[src/rtl/collision_scheduler_if.sv]
// collision_scheduler_if: frame request, blue position, tile table port and contact result bundle
//   frame_start  scan request pulse          x_blue/y_blue  blue block top-left
//   tile_addr    table read address          tile_x/tile_y/tile_valid  entry read back one cycle later
//   busy/done    scan status / end pulse     contact        {left,right,up,down}
interface collision_scheduler_if #(
    parameter int ADDR_W = 3
);
    logic              frame_start;
    logic [9:0]        x_blue;
    logic [8:0]        y_blue;
    logic [ADDR_W-1:0] tile_addr;
    logic [9:0]        tile_x;
    logic [8:0]        tile_y;
    logic              tile_valid;
    logic              busy;
    logic              done;
    logic [3:0]        contact;
    modport master (
        output frame_start, x_blue, y_blue, tile_x, tile_y, tile_valid,
        input  tile_addr, busy, done, contact
    );
    modport slave (
        input  frame_start, x_blue, y_blue, tile_x, tile_y, tile_valid,
        output tile_addr, busy, done, contact
    );
endinterface

[src/rtl/collision_scheduler.sv]
// collision_scheduler: per-frame pipelined scan of the tile table, ORing side contacts of the blue block
//   clk    system clock
//   rst_n  asynchronous active-low reset
//   bus    slave side of collision_scheduler_if (frame_start, blue position, tile port, busy/done/contact)
module collision_scheduler #(
    parameter int N_TILES = 8,
    parameter int ADDR_W  = 3,
    parameter int BW      = 23,
    parameter int BH      = 45,
    parameter int TW      = 25,
    parameter int TH      = 24
) (
    input  logic                  clk,
    input  logic                  rst_n,
    collision_scheduler_if.slave  bus
);
    typedef enum logic [1:0] {IDLE, SCAN, DRAIN} state_t;
    localparam logic [ADDR_W-1:0] LAST = ADDR_W'(N_TILES - 1);
    localparam logic [10:0] BW11 = 11'(BW);
    localparam logic [10:0] BH11 = 11'(BH);
    localparam logic [10:0] TW11 = 11'(TW);
    localparam logic [10:0] TH11 = 11'(TH);
    state_t            state, next;
    logic [ADDR_W-1:0] addr;
    logic [9:0]        xs;
    logic [8:0]        ys;
    logic [3:0]        acc, contact, hit;
    logic              vld, busy, done;
    logic [10:0]       xb, yb, xg, yg, xr;
    logic              xo, yo, dn, up, rt, lf;
    assign bus.tile_addr = addr;
    assign bus.busy      = busy;
    assign bus.done      = done;
    assign bus.contact   = contact;
    assign xb = {1'b0, xs};
    assign yb = {2'b0, ys};
    assign xg = {1'b0, bus.tile_x};
    assign yg = {2'b0, bus.tile_y};
    assign xr = xb + BW11;
    assign xo = (xr > xg + 11'd2) && (xr < xg + TW11 + 11'd1);
    assign yo = (yb + 11'd2 < yg + TH11) && (yb + BH11 > yg + 11'd2);
    assign dn = xo && (yb + BH11 == yg);
    assign up = xo && (yb == yg + TH11);
    assign rt = (xr == xg) && yo;
    assign lf = (xb == xg + TW11) && yo;
    // vld marks that the table data on the port belongs to an address issued last cycle
    assign hit = (vld && bus.tile_valid) ? {lf, rt, up, dn} : 4'b0;
    always_ff @(posedge clk or negedge rst_n) begin
        if (!rst_n) state <= IDLE;
        else        state <= next;
    end
    always_comb begin
        next = state;
        case (state)
            IDLE:    next = bus.frame_start ? SCAN : IDLE;
            SCAN:    next = (addr == LAST) ? DRAIN : SCAN;
            DRAIN:   next = IDLE;
            default: next = IDLE;
        endcase
    end
    always_ff @(posedge clk or negedge rst_n) begin
        if (!rst_n) begin
            addr    <= '0;
            xs      <= '0;
            ys      <= '0;
            acc     <= '0;
            contact <= '0;
            vld     <= 1'b0;
            busy    <= 1'b0;
            done    <= 1'b0;
        end else begin
            done <= 1'b0;
            vld  <= (state == SCAN);
            case (state)
                IDLE: if (bus.frame_start) begin
                    xs   <= bus.x_blue;
                    ys   <= bus.y_blue;
                    acc  <= '0;
                    addr <= '0;
                    busy <= 1'b1;
                end
                SCAN: begin
                    acc <= acc | hit;
                    if (addr != LAST) addr <= addr + ADDR_W'(1);
                end
                DRAIN: begin
                    contact <= acc | hit;
                    done    <= 1'b1;
                    busy    <= 1'b0;
                    addr    <= '0;
                end
                default: ;
            endcase
        end
    end
endmodule

[src/flat_wrapper.sv]
// flat-port wrapper written by rule: the top's interface ports become plain ports
module collision_scheduler_flat 
#(
    parameter int N_TILES = 8,
    parameter int ADDR_W  = 3,
    parameter int BW      = 23,
    parameter int BH      = 45,
    parameter int TW      = 25,
    parameter int TH      = 24
)
  (clk, rst_n, bus_frame_start, bus_x_blue, bus_y_blue, bus_tile_x, bus_tile_y, bus_tile_valid, bus_tile_addr, bus_busy, bus_done, bus_contact);
  collision_scheduler_if #(.ADDR_W(ADDR_W)) bus_i ();
  input  logic clk;
  input  logic rst_n;
  input wire logic [$bits(bus_i.frame_start)-1:0] bus_frame_start;
  input wire logic [$bits(bus_i.x_blue)-1:0] bus_x_blue;
  input wire logic [$bits(bus_i.y_blue)-1:0] bus_y_blue;
  input wire logic [$bits(bus_i.tile_x)-1:0] bus_tile_x;
  input wire logic [$bits(bus_i.tile_y)-1:0] bus_tile_y;
  input wire logic [$bits(bus_i.tile_valid)-1:0] bus_tile_valid;
  output wire logic [$bits(bus_i.tile_addr)-1:0] bus_tile_addr;
  output wire logic [$bits(bus_i.busy)-1:0] bus_busy;
  output wire logic [$bits(bus_i.done)-1:0] bus_done;
  output wire logic [$bits(bus_i.contact)-1:0] bus_contact;
  assign bus_i.frame_start = bus_frame_start;
  assign bus_i.x_blue = bus_x_blue;
  assign bus_i.y_blue = bus_y_blue;
  assign bus_i.tile_x = bus_tile_x;
  assign bus_i.tile_y = bus_tile_y;
  assign bus_i.tile_valid = bus_tile_valid;
  assign bus_tile_addr = bus_i.tile_addr;
  assign bus_busy = bus_i.busy;
  assign bus_done = bus_i.done;
  assign bus_contact = bus_i.contact;
  collision_scheduler #(.N_TILES(N_TILES), .ADDR_W(ADDR_W), .BW(BW), .BH(BH), .TW(TW), .TH(TH)) u_core (.clk(clk), .rst_n(rst_n), .bus(bus_i));
endmodule
[config.mk]
export PLATFORM = sky130hd
export DESIGN_NAME = collision_scheduler_flat
export DESIGN_NICKNAME = d
export VERILOG_FILES = /design/src/rtl/collision_scheduler_if.sv /design/src/rtl/collision_scheduler.sv /design/src/flat_wrapper.sv
export SDC_FILE = /design/constraint.sdc
export NUM_CORES = 1
export LEC_CHECK = 0
export CORE_MARGIN = 4
export CORE_UTILIZATION = 65
export CTS_CLUSTER_SIZE = 40
export DETAILED_ROUTE_END_ITERATION = 8
export DONT_BUFFER_PORTS = 1
export PLACE_DENSITY = 0.85
export SLEW_MARGIN = 15
export SYNTH_ARGS = -nofsm -noshare
export SYNTH_HDL_FRONTEND = slang
export SYNTH_SLANG_ARGS = --single-unit
[constraint.sdc]
create_clock -name clk -period 8.3 [get_ports clk]
set_clock_uncertainty 0.05 [all_clocks]
set_input_delay 1.245 -clock clk [delete_from_list [all_inputs] [get_ports clk]]
set_output_delay 1.245 -clock clk [all_outputs]
set_load 0.02 [all_outputs]
# [Yosys cells after proc, flatten, opt, wreduce, memory -nomap -nowiden]
# Cells that the tools add are included.
[op_classes] addsub=9 multipliers=0 n_div=0 n_lt_le_gt_ge=4 n_eq_ne=10 shifts=0 muxes=12 bitwise_logic=1 n_reduce_logical=15
[op_table] op="$add A10 B5 Y11 const B" n=2
[op_table] op="$gt A11 B11 Y1" n=2
[op_table] op="$lt A11 B11 Y1" n=2
[op_table] op="$add A9 B2 Y10 const B" n=2
[op_table] op="$add A10 B2 Y11 const B" n=1
[op_table] op="$add A11 B1 Y11 const B" n=1
[op_table] op="$eq A10 B11 Y1" n=1
[op_table] op="$eq A11 B10 Y1" n=1
[op_table] op="$eq A11 B9 Y1" n=1
[op_table] op="$eq A9 B11 Y1" n=1
[op_table] op="$add A9 B5 Y10 const B" n=1
[op_table] op="$add A9 B6 Y10 const B" n=1
[op_table] op="$pmux W3 S3" n=1
[op_table] op="$mux W4" n=2
[op_table] op="$pmux W4 S2" n=1
[op_table] op="$logic_and A1 B1 Y1" n=7
[op_table] op="$mux W3" n=2
[op_table] op="$reduce_and A2 Y1" n=3
[op_table] op="$ne A2 B2 Y1 const B" n=2
[op_table] op="$or A4 B4 Y4" n=1
[op_table] op="$pmux W2 S2" n=1
[op_table] op="$reduce_bool A2 Y1" n=2
[op_table] op="$add A3 B1 Y3 const B" n=1
[op_table] op="$eq A3 B3 Y1 const B" n=1
[op_table] op="9 further kinds" n=11
[totals] regBits=35 latch_bits=0 ramBits=0 mem_bits_ro=0 in_bits=42 output_inout_bits=9 wordCells=60 mem_count=0

# [Depth between registers and ports, before layout]
[logic_depth] word_depth=8 mapped_depth=14 depth_no_buf=14

# [Worst setup path before layout]
# OpenSTA, ideal clock, no wires.
[synth_timing] path_type="in2reg" start="in bus_tile_x[0]" end="reg u_core.contact[0], in the netlist u_core.bus.contact[0]" setup_time_ns=0.077 t_arrival_ns=4.028 required_time_ns=8.173 slack_ns=4.145 cell_stages=13 n_path_buf=1 cell_sequence="buf_2 inv_1 ha_1 nor3_1 or4b_1 xnor2_1 ha_1 o21ai_0 a21oi_1 o221a_2 nor4_1 o2111ai_1 a21oi_1"
[synth_between] elab_chain_len=7 elab_cells_between_ends=9 classes_between="add/sub: 3; order compare: 2; mux: 1; bitwise: 1; reduce/logical: 2"
[synth_rtl] item="start: declaration" line="flat_wrapper.sv:18" rtl="input wire logic [$bits(bus_i.tile_x)-1:0] bus_tile_x;"
[synth_rtl] item="$add A10 B5 Y11" line="collision_scheduler.sv:40" rtl="assign xo = (xr > xg + 11'd2) && (xr < xg + TW11 + 11'd1);"
[synth_rtl] item="$add A11 B1 Y11" line="collision_scheduler.sv:40"
[synth_rtl] item="$lt A11 B11 Y1" line="collision_scheduler.sv:40"
[synth_rtl] item="$logic_and A1 B1 Y1 *" line="collision_scheduler.sv:40"
[synth_rtl] item="$logic_and A1 B1 Y1 *" line="collision_scheduler.sv:42" rtl="assign dn = xo && (yb + BH11 == yg);"
[synth_rtl] item="$mux W4 *" line="collision_scheduler.sv:47" rtl="assign hit = (vld && bus.tile_valid) ? {lf, rt, up, dn} : 4'b0;"
[synth_rtl] item="$or A4 B4 Y4 *" line="collision_scheduler.sv:87" rtl="contact <= acc | hit;"
[synth_rtl] item="end signal: assignment" line="collision_scheduler.sv:87"
[synth_rtl] item="end: declaration" line="collision_scheduler.sv:27" rtl="logic [3:0] acc, contact, hit;"
# Every way passes the cells marked *; elsewhere a longest branch is shown, timed or not.
# A chain may end at the register's enable or synchronous reset.

# [Final worst setup path]
# Ends and elaborated chain as after synthesis.

==> flow_metrics.py <==
metrics = {
    "synth": {
        "synth.distinct_cells": 66,
        "synth_top_flop_cell": "dfrtp_1",
        "synth_top_area_share_pct": 20.8,
        "synth_top_cells_by_area": "dfrtp_1 21%, ha_1 15%, xnor2_1 9.6%",
        "avgSynthCellArea_um2": 7.94,
        "synth.yosys.seq_area_share_pct": 20.8,
        "postSynthNetCount": 624,
        "synth_largest_area_cell": "dfrtp_1",
        "postSynthCellCount": 530,
        "ys.warnings.count": 0,
        "synth_enable_flop_cells": 0,
        "syn-cell-area_mm2": 0.00421,
        "ys_ff_latch": 35,
        "synth_async_sr_flop_share_pct": 100,
    },
    "cells_and_area": {
        "multi_input_comb_area_mm2": 0.00305,
        "storage_cell_area_um2": 876,
        "diodes": 0,
        "layout.cells.most_common": "nand2_1",
        "nFillCells": 552,
        "most-common-layout-cells": "77 x nand2_1, 52 x ha_1, 46 x xnor2_1",
        "synthToLayoutAreaGrowth_pct": 0.387,
        "layout-drive-gt1-share_pct": 4.15,
        "finish.net_count": 599,
    },
    "sta": {
        "timing.final.crit_share_pct": 50.8,
        "timing_max_transition_violations_final": 0,
        "rsz0062_at_grt": "false",
        "timing.max_slew.rel_slack_pct": 29.1,
        "setup_viol_count_final": 0,
        "worst_pin_slew_ns": 1.05,
        "max_freq_mhz": 237,
        "final_critical_path_setup_slack_ns": 4.09,
        "hold-worst-slack_ns": 0.443,
        "timing.final.hold_violations": 0,
        "fin_setup_tns_ns": 0,
        "finalCriticalPeriod_ns": 4.21,
    },
    "drt": {
        "total_number_of_vias": 3704,
        "drt_wl_total_um": 10200,
        "avgRoutedWirePerCell_um": 17.4,
        "detail_route.vias_per_cell": 6.35,
        "drt-initial-drc-count": 184,
        "firstDrtPassIters": 5,
        "antenna_left": 0,
        "post-route-drc-count": 0,
    },
    "cts": {
        "cts_max_level": 2,
        "tritoncts.num_buffers": 5,
        "cts_tree": "yes",
        "cts_max_path_buffers": 2,
        "clk_pin_slew_worst_paths_ns": 0.07,
        "numClockSinks": 35,
        "cts.hold.buffers_added": 0,
        "post_cts.repair.setup_buffers": 0,
        "clk_latency_ns": 0.29,
        "cts_root_buffer": "clkbuf_8",
        "cts-resized-gates": 0,
    },
    "placement": {
        "detailed_place_hpwl_um": 8160,
        "port_buffers": 0,
        "detailedPlace.worstSlack_ns": 3.86,
        "place.gp.congestion": 0.917,
    },
    "floorplanning": {
        "floorplan.die.width_um": 88.5,
        "start_util_pct": 66.6,
        "design.core.area_mm2": 0.00631,
        "die-area_mm2": 0.00783,
        "top_level_port_count": 51,
        "rows": 29,
        "die_h_um": 88.5,
    },
    "setup_path": {
        "data_required_time_at_the_worst_endpoint_ns": 8.46,
        "end_kind": "flop",
        "ff2ff_path_depth": 12,
        "timing.critical_path.fanout_max": 9,
        "r2r_start": "u_core.ys[2]$_DFFE_PN0P_",
        "crit_path_start_kind": "input pin",
        "timing_worst_setup_path_type": "in2reg",
        "cp-startpoint": "bus_tile_x[0]",
        "critical_path_arrival_ns": 4.37,
    },
    "global_routing": {
        "grt_start_max_net_pins": 36,
        "initial_antenna_violation_count": 0,
        "grt_use_met2_pct": 49.2,
        "busiest_layer": "met2",
        "grt.overflow.total": 0,
        "gr-usage-all-layers_pct": 27.1,
        "vias_in_the_first_global_route": 3599,
        "groute.layer.met3.usage_pct": 2.51,
        "globalRouteMet1Util_pct": 33.6,
        "wire_length_of_the_first_global_routing_pass_um": 16900,
    },
    "power_and_ir_drop": {
        "leakage_nw": 1.84,
        "ir_worst_vdd_mv": 0.218,
        "power_density_mw_per_mm2": 324,
    },
    "worst_hold_path": {
        "hold_path_depth": 2,
        "min_path_type": "reg2reg",
        "worstHoldStart": "u_core.acc[2]$_DFFE_PN0P_",
    },
    "flow_run": {
        "max_cap_viol_count": 0,
    },
    "status": {
        "status": "completed",
    },
}
[cell usage after synthesis, types with 4 or more instances]
| library cell | number |
|---|---|
| nand3_1 | 18 |
| nand4_1 | 11 |
| xnor2_1 | 46 |
| o211ai_1 | 5 |
| a2111oi_0 | 5 |
| nand2b_1 | 12 |
| nor3_1 | 6 |
| xor2_1 | 27 |
| nor4_1 | 5 |
| dfrtp_1 | 35 |
| nor2_1 | 33 |
| a21o_1 | 4 |
| nor2b_1 | 7 |
| o21ai_0 | 27 |
| inv_1 | 29 |
| o31ai_1 | 4 |
| a21oi_1 | 27 |
| nand2_1 | 77 |
| ha_1 | 52 |
| nand3b_1 | 4 |
| buf_2 | 11 |
| clkbuf_1 | 14 |
[stage by stage]
step | utilization [%] | cells | cell area [um^2] | power, mW
final | 66.9 | 583 | 4220 | 1.37
after global routing | 66.9 | 583 | 4220 | 1.51
after CTS | 66.9 | 583 | 4220 | 1.36
after detailed placement | 65.6 | 575 | 4140 | 1.24
after global placement | 65.6 | 575 | 4140 | 1.20
after floorplan | - | 530 | 4210 | 1.07
[power by group]
part / leakage, nW / total [mW] / internal [mW] / switching (mW)
registers: 0.440 / 0.399 / 0.233 / 0.166
clock network: 0.0412 / 0.118 / 0.0586 / 0.0598
logic: 1.36 / 0.853 / 0.387 / 0.466
[final timing paths]
path	endpoint	slack, ns
hold / removal	u_core.acc[2]$_DFFE_PN0P_	0.44
hold reg to reg	u_core.acc[2]$_DFFE_PN0P_	0.44
max in group asynchronous	u_core.bus.contact[1]$_DFFE_PN0P_	7.52
setup reg to reg	u_core.bus.contact[2]$_DFFE_PN0P_	4.75
min in group asynchronous	u_core.xs[9]$_DFFE_PN0P_	0.59
setup / recovery	u_core.bus.contact[0]$_DFFE_PN0P_	4.09
[cell type report]
cell class              instances  area share [%]
multi-input cells             433            72.3
flip-flops and latches         35            20.7
inverters                      30            2.67
well taps                      77            2.28
clock buffers                   6            1.72
clock inverters                 2           0.296
[worst max-delay path, cell delays in order]
cell	delay [ns]
ha_1	0.24
nand2_1	0.12
or3_1	0.33
a221o_1	0.31
a21oi_1	0.22
nor3b_2	0.26
xor2_1	0.18
ha_1	0.24
o21ai_0	0.08
a21oi_1	0.06
o221a_2	0.27
nor4_1	0.40
o2111ai_1	0.22
a21oi_1	0.20
[state kept, by name (all words and copies together) (netlist names), 2 cells and up]
signal,count
u_core.xs,10
u_core.ys,9
u_core.acc,4
u_core.bus.contact,4
u_core.bus.tile_addr,3
u_core.state,2
[layer usage]
metal | vias to the layer above | wire (um)
met4 | 0 | 211
met2 | 110 | 5260
met3 | 20 | 403
li1 | 1800 | -
met5 | - | 0
met1 | 1774 | 4300
[cell families (layout without fill, tap and decap cells)]
logic type	after synthesis	in the layout	share of synthesized area, %
flip-flops	35	35	20.8
buffers and inverters	62	38	6.66
AND/OR/NAND/NOR	198	198	23.7
adder cells (fa/ha/maj)	52	52	15.5
AO/OA/AOI/OAI	104	104	16.6
multiplexers	5	5	1.25
XOR/XNOR	74	74	15.6
No activity file was read; power rests on OpenSTA's default activity.
